## config.mk

```make
export PLATFORM = sky130hd
export DESIGN_NAME = cfa_diag_tap_gen
export DESIGN_NICKNAME = d
export VERILOG_FILES = /design/src/rtl/cfa_diag_tap_gen.sv
export SDC_FILE = /design/constraint.sdc
export NUM_CORES = 2
export LEC_CHECK = 0
export CORE_ASPECT_RATIO = 0.9
export CORE_MARGIN = 2
export CORE_UTILIZATION = 57
export DETAILED_ROUTE_END_ITERATION = 8
export GPL_TIMING_DRIVEN = 1
export HOLD_SLACK_MARGIN = 0.02
export PLACE_DENSITY = 0.7
export SYNTH_ARGS = -nofsm -noshare
export SYNTH_HDL_FRONTEND = slang
export SYNTH_SLANG_ARGS = --single-unit
```

## constraint.sdc

```tcl
create_clock -name clk -period 7 [get_ports clk]
set_input_delay 1.05 -clock clk [delete_from_list [all_inputs] [get_ports clk]]
set_output_delay 1.05 -clock clk [all_outputs]
set_load 0.01 [all_outputs]
```

## src/rtl/cfa_diag_tap_gen.sv

```systemverilog
// Diagonal tap generator for CFA demosaicing: streams green and raw R/B planes
// through two line buffers and a 3x3 window, emitting the four diagonal neighbours of each interior pixel.
`timescale 1ns/1ps
module cfa_diag_tap_gen #(
    parameter int IMG_W = 64,
    parameter int IMG_H = 64
) (
    input  logic        clk,
    input  logic        rst,
    input  logic        in_valid,
    output logic        in_ready,
    input  logic [11:0] g_in,
    input  logic [11:0] rb_in,
    output logic [11:0] G_m1_m1,
    output logic [11:0] G_m1_p1,
    output logic [11:0] G_p1_m1,
    output logic [11:0] G_p1_p1,
    output logic [11:0] RB_m1_m1,
    output logic [11:0] RB_m1_p1,
    output logic [11:0] RB_p1_m1,
    output logic [11:0] RB_p1_p1,
    output logic [15:0] out_x,
    output logic [15:0] out_y,
    output logic        out_valid,
    input  logic        out_ready
);
    localparam int          AW     = (IMG_W > 1) ? $clog2(IMG_W) : 1;
    localparam logic [15:0] X_LAST = 16'(IMG_W - 1);
    localparam logic [15:0] Y_LAST = 16'(IMG_H - 1);

    logic [15:0]   x_r;
    logic [15:0]   y_r;
    logic [23:0]   lb1_r [0:IMG_W-1];
    logic [23:0]   lb2_r [0:IMG_W-1];
    logic [23:0]   win_r [0:2][0:2];

    logic [AW-1:0] col_s;
    logic [23:0]   cur_s;
    logic [23:0]   up1_s;
    logic [23:0]   up2_s;
    logic          accept_s;
    logic          consume_s;
    logic          trigger_s;
    logic [15:0]   x_next_s;
    logic [15:0]   y_next_s;

    assign in_ready = out_ready || !out_valid;

    // Handshake decode, line-buffer read and raster position advance
    always_comb begin
        col_s     = x_r[AW-1:0];
        cur_s     = {g_in, rb_in};
        up1_s     = lb1_r[col_s];
        up2_s     = lb2_r[col_s];
        accept_s  = in_valid && in_ready;
        consume_s = out_valid && out_ready;
        trigger_s = accept_s && (x_r >= 16'd2) && (y_r >= 16'd2);
        x_next_s  = x_r;
        y_next_s  = y_r;
        if (x_r == X_LAST) begin
            x_next_s = 16'd0;
            if (y_r == Y_LAST) begin
                y_next_s = 16'd0;
            end else begin
                y_next_s = y_r + 16'd1;
            end
        end else begin
            x_next_s = x_r + 16'd1;
        end
    end

    // Raster position of the next pixel to be accepted
    always_ff @(posedge clk) begin
        if (rst) begin
            x_r <= 16'd0;
            y_r <= 16'd0;
        end else if (accept_s) begin
            x_r <= x_next_s;
            y_r <= y_next_s;
        end
    end

    // Line buffers and window; row 0 is the current line, row 2 is two lines up
    always_ff @(posedge clk) begin
        if (accept_s) begin
            lb1_r[col_s] <= cur_s;
            lb2_r[col_s] <= up1_s;
            for (int r = 0; r < 3; r++) begin
                win_r[r][2] <= win_r[r][1];
                win_r[r][1] <= win_r[r][0];
            end
            win_r[0][0] <= cur_s;
            win_r[1][0] <= up1_s;
            win_r[2][0] <= up2_s;
        end
    end

    // Output register: before the shift, win_r[*][1] holds column x-2 of its row
    always_ff @(posedge clk) begin
        if (rst) begin
            out_valid <= 1'b0;
            G_m1_m1   <= 12'd0;
            G_m1_p1   <= 12'd0;
            G_p1_m1   <= 12'd0;
            G_p1_p1   <= 12'd0;
            RB_m1_m1  <= 12'd0;
            RB_m1_p1  <= 12'd0;
            RB_p1_m1  <= 12'd0;
            RB_p1_p1  <= 12'd0;
            out_x     <= 16'd0;
            out_y     <= 16'd0;
        end else if (trigger_s) begin
            out_valid <= 1'b1;
            G_m1_m1   <= win_r[2][1][23:12];
            G_m1_p1   <= up2_s[23:12];
            G_p1_m1   <= win_r[0][1][23:12];
            G_p1_p1   <= g_in;
            RB_m1_m1  <= win_r[2][1][11:0];
            RB_m1_p1  <= up2_s[11:0];
            RB_p1_m1  <= win_r[0][1][11:0];
            RB_p1_p1  <= rb_in;
            out_x     <= x_r - 16'd1;
            out_y     <= y_r - 16'd1;
        end else if (consume_s) begin
            out_valid <= 1'b0;
        end
    end
endmodule

```

* Word-level counts from Yosys, hierarchy flattened
Memories as Yosys holds them, arrays and structs flattened. A register that Yosys moved wholly into a read port is not among the register bits.
Cells that the tools add are included.
** Cells by class
- Add/sub/neg operators :: 4
- Order comparisons :: 2
- Eq/ne operators :: 2
- Multiplexer cells :: 10
- Reductions and logical operators :: 8
** Operators with widths (count)
- 16-bit by 1-bit adder with 16-bit output (second input constant) :: 2
- 16-bit by 6-bit == test with 1-bit output (second input constant) :: 2
- 16-bit by 2-bit greater-or-equal comparator with 1-bit output (second input constant) :: 2
- 16-bit two-way mux :: 2
- 16-bit by 1-bit subtractor with 16-bit output (second input constant) :: 2
- 6-bit two-way mux :: 4
- 1-bit logical AND :: 4
- 1-bit two-way mux :: 4
- 2-bit AND reduction :: 1
- 2-bit nonzero test :: 1
- 1-bit zero test :: 1
- 1-bit logical OR :: 1
** Word-level totals
- Flip-flop bits (word level) :: 161
- Bits in writable memories :: 3288
- Input bits :: 28
- Output and inout port bits :: 130
- Memories :: 3
** Memory list
- lb1_r :: depth 64, bits a word 24, rd ports 1, clocked after Yosys merged registers in 1, write ports 1, RTL line 33 : logic [23:0] lb1_r [0:IMG_W-1];
- lb2_r :: depth 64, bits a word 24, rd ports 1, clocked after Yosys merged registers in 1, write ports 1, RTL line 34 : logic [23:0] lb2_r [0:IMG_W-1];
- win_r :: depth 3, bits a word 72, rd ports 3, clocked after Yosys merged registers in 0, write ports 3, RTL line 35 : logic [23:0] win_r [0:2][0:2];

* Depth between registers and ports, before layout
- Depth in word-level cells :: 6
- Mapped depth :: 10

* Worst setup path before layout
OpenSTA, ideal clock, no wires.
- Path type :: input to register
- Start :: input out_ready
- End :: memory lb1_r[49][0] (enable)
- Data arrival time :: 5250 ps
- Data required time :: 6546 ps
- Setup slack :: 1296 ps
- Cell stages on the path :: 6
- Path buffers :: 1
- Path through :: or2b_4 nand2_1 inv_1 buf_2 nand3_1 nor2_1
** Between the ends
- Word-level cells in the longest chain between the ends :: 4
** Ends and longest elaborated chain
- start, declared :: RTL line 25 : input logic out_ready
- 1-bit logical OR :: RTL line 47 : assign in_ready = out_ready || !out_valid;
- 1-bit logical AND :: RTL line 55 : accept_s = in_valid && in_ready;
- via accept_s :: RTL line 41 : logic accept_s;
- 1-bit two-way mux :: RTL line 85 : if (accept_s) begin
- 1-bit two-way mux (implied by the code) :: RTL line 86 : lb1_r[col_s] <= cur_s;
- end, declared :: RTL line 33
The timed path passes the listed nets, and every way through them passes these cells.

==> run summary <==
Area of placed instances -> 0.1338 mm^2
Final WS setup -> 2.456 ns
CTS tree -> built
Largest net degree at the start of global routing -> 107
Fin nets -> 6,803
Wire per inst -> 34.43 um
Endpoints failing setup -> 0
Clock network fraction of total power -> 0.414
Slew Limit Headroom -> 0.04444
Area leader, netlist -> edfxtp_1
Final cycle utilization of the critical path -> 0.6491
Setup TNS -> 0 ns
Cts hold-fix bufs -> 0
Combinational Power Share -> 0.040
Async set-or-reset flop fraction in the synthesized netlist -> 0
#FFs+latches synth -> 3,335
Area delta synth->final -> 12.82%
Crit path required time -> 7.63 ns
Gate Count Post-Synth -> 6,443
Seq pwr share -> 0.545
IR drop worst, VDD -> 0.2904 mV
Leakage -> 43.10 nW
Die Ht -> 452.8 um
Number of global-route vias before repair -> 64,123
Max_cap viols -> 0
Area of the mapped netlist -> 0.1276 mm^2
Syn avg cell area -> 19.80 um^2
Die area -> 0.2276 mm^2
Initial DRT Pass Iterations -> 6
P per Cell Area -> 283.0 mW/mm^2
Core footprint -> 0.2222 mm^2
Starting Density -> 0.5740
Depth of the CTS H-tree -> 5
Ports -> 158
Synth area leaders -> edfxtp_1 75%, mux4_2 8.9%, mux2i_1 5.5%
Routability cong. -> 0.8529
Initial antenna violation count -> 17
Critical path arrival -> 5.17 ns
Total GRT Usage -> 0.3037
Initial DRC Count -> 11,172
Worst Hold Class -> reg2reg
Fmax -> 220.1 MHz
Fin. max-slew vios -> 0
Via count -> 66,919
Hold Vio Cnt, Final -> 0
Yosys cell types -> 66
Global-route wire length before repair -> 485.4 mm
Net switching power -> 8.477 mW
Avg Vias per Cell -> 6.688
Largest delay share family, worst path -> multiplexers
Syn. warnings -> 0
Die W -> 502.7 um
Core Util, Final -> 0.6476
Startpoint Class -> flip-flop
Worst Setup End Kind -> flip-flop
Remaining Overflow, GRT -> 0
DRC errors left -> 0
Min Hold Slack -> 0.4144 ns
Sw Ratio -> 0.2082
Slowest cell on crit path -> dfxtp_4
EDFF count, synth -> 3,168
Buf/Inv on CP -> 2
Worst Path Class, Setup -> reg2reg
Commonest cells post-synth -> 3,168 x edfxtp_1, 701 x mux2i_1, 504 x mux4_2, 212 x nor2_1, 183 x buf_2
Skew final -> 0.08952 ns
Pre-CTS setup slack -> 1.704 ns
Critical path fanouts, max -> 89
Antenna-violating nets left -> 0
Post-cts sizing count -> 0
Status -> finished clean
Count of buffers from port buffering -> 157
Clock root buffer -> clkbuf_16
Cell with the most instances after synthesis -> edfxtp_1
Worst-Skew Late Latency -> 0.96 ns
Proportion of layout cells with a drive suffix above 1 -> 0.1917
Setup Fix Bufs, Post-CTS -> 0
Register clock-pin slew on the reported worst setup and hold paths -> 0.06 ns
CP most frequent cell -> mux4_2
Seq/Total Area, Yosys -> 0.7720
CTS max path bufs -> 4
Final HPWL DP -> 195.9 mm
Top_reg_cell synth -> edfxtp_1
Final Cell Area -> 0.1439 mm^2
# rows -> 164
Mapped Nets -> 6,477
Top-area cell type share of the netlist area -> 0.7458
Clock sinks -> 3,335
RSZ-0062 raised after global routing -> no
Max stage delay on crit path -> 0.86 ns
WL final -> 344.5 mm
Total CTS buffers -> 335
Critical-path cell list -> buf_12 -> mux4_2 -> mux4_2 -> a22oi_1 -> nand2_2 -> buf_4
Worst Tran Pin Value -> 1.430 ns
Post-layout min period -> 4.544 ns
Layout fillers -> 14,510
Internal Power -> 32.25 mW
-- state kept, by name, summed over array words and instances, names as in the netlist, named ones only --
signal	flops
lb1_r	1536
RB_m1_m1	12
G_m1_m1	12
y_r	16
x_r	16
win_r	96
out_y	16
out_valid	1
out_x	16
G_m1_p1	12
lb2_r	1536
G_p1_p1	12
RB_p1_m1	12
RB_p1_p1	12
G_p1_m1	12
RB_m1_p1	12
-- path summary, 6_finish.rpt --
kind | slack [ns] | end | cells after the start | from
worst min register to register | 0.41 | win_r[0][46] | 0 | win_r[0][70]
worst max-delay path | 2.46 | lb2_r[32][14] | 6 | flip-flop
worst max register to register | 2.46 | lb2_r[32][14] | 6 | flip-flop
worst min-delay path | 0.41 | win_r[0][46] | 0 | win_r[0][70]
-- layout by cell type, fill, tap and decap left out, types with 8 or more instances in the layout --
cell type	Yosys	routed
inv_1	9	8
clkbuf_1	142	69
nor2_1	212	141
a32o_1	21	21
nor3_1	43	41
a21oi_1	155	154
o22ai_1	150	150
clkbuf_16	0	341
nor2_4	0	69
nand3_1	165	165
bufinv_16	0	17
clkinvlp_4	0	10
buf_12	0	46
buf_2	183	24
nand2_2	1	13
nor4_1	30	30
dfxtp_1	167	162
mux2_2	24	24
a211o_1	8	8
and2_1	25	24
clkinv_1	0	77
xnor2_1	35	35
nand4_1	64	64
a22oi_1	150	150
a211oi_1	32	32
mux4_2	504	504
xor2_1	10	10
inv_6	0	9
edfxtp_1	3168	3168
mux2i_1	701	701
clkdlybuf4s50_1	0	132
clkbuf_8	3	9
buf_4	11	173
nand2_1	124	111
o21ai_0	121	121
clkinv_2	0	51
nor2b_1	41	37
-- final cells by class --
class / count / area (um^2) / area share
antenna: 1 / 2.502 / 0.00001739
clock inverter: 166 / 1226 / 0.008520
clock buffer: 419 / 8916 / 0.06195
multi-input combinational: 2712 / 27830 / 0.1934
tap: 2988 / 3739 / 0.02598
timing repair buffer: 376 / 3672 / 0.02552
sequential: 3335 / 98490 / 0.6844
inverter: 9 / 38.79 / 0.0002695
-- power by group through the flow --
| stage | combinational (mW) | clock, mW | sequential (mW) |
|---|---|---|---|
| 2_1_floorplan | 0.887 | 0 | 22.6 |
| 3_3_place_gp | 1.58 | 0 | 22.6 |
| 3_5_place_dp | 1.62 | 0 | 22.6 |
| 4_1_cts | 1.62 | 17.0 | 22.2 |
| 5_1_grt | 1.72 | 17.8 | 22.2 |
| 6_report | 1.64 | 16.9 | 22.2 |
-- logic make-up after synthesis --
kind of cell / Yosys count / share of synthesized area
DFF: 3335 / 0.7720
muxes: 1229 / 0.1461
and+or+nand+nor: 767 / 0.03033
AOI/OAI and AO/OA: 665 / 0.03296
buffers and inverters: 396 / 0.01495
xor gates and xnor gates: 45 / 0.003090
adders and majority gates: 6 / 0.0005885
-- through the flow --
stage               power, mW  instances
detailed placement      24.25       9420
CTS                     40.85      10005
finish                  40.72      10006
global placement        24.21       9420
floorplan               23.51       6443
global route            41.72      10006
-- metal layers --
| metal | wire length (um) | up-vias | GRT usage | part of all wire |
|---|---|---|---|---|
| li1 | - | 27041 | - | - |
| met1 | 132200 | 34725 | 0.4581 | 0.38 |
| met2 | 154800 | 4607 | 0.4445 | 0.45 |
| met3 | 46580 | 544 | 0.07544 | 0.14 |
| met4 | 10890 | 2 | 0.08886 | 0.032 |
| met5 | 11 | - | 0 | 0.000032 |
No activity file was read; power rests on OpenSTA's default activity.
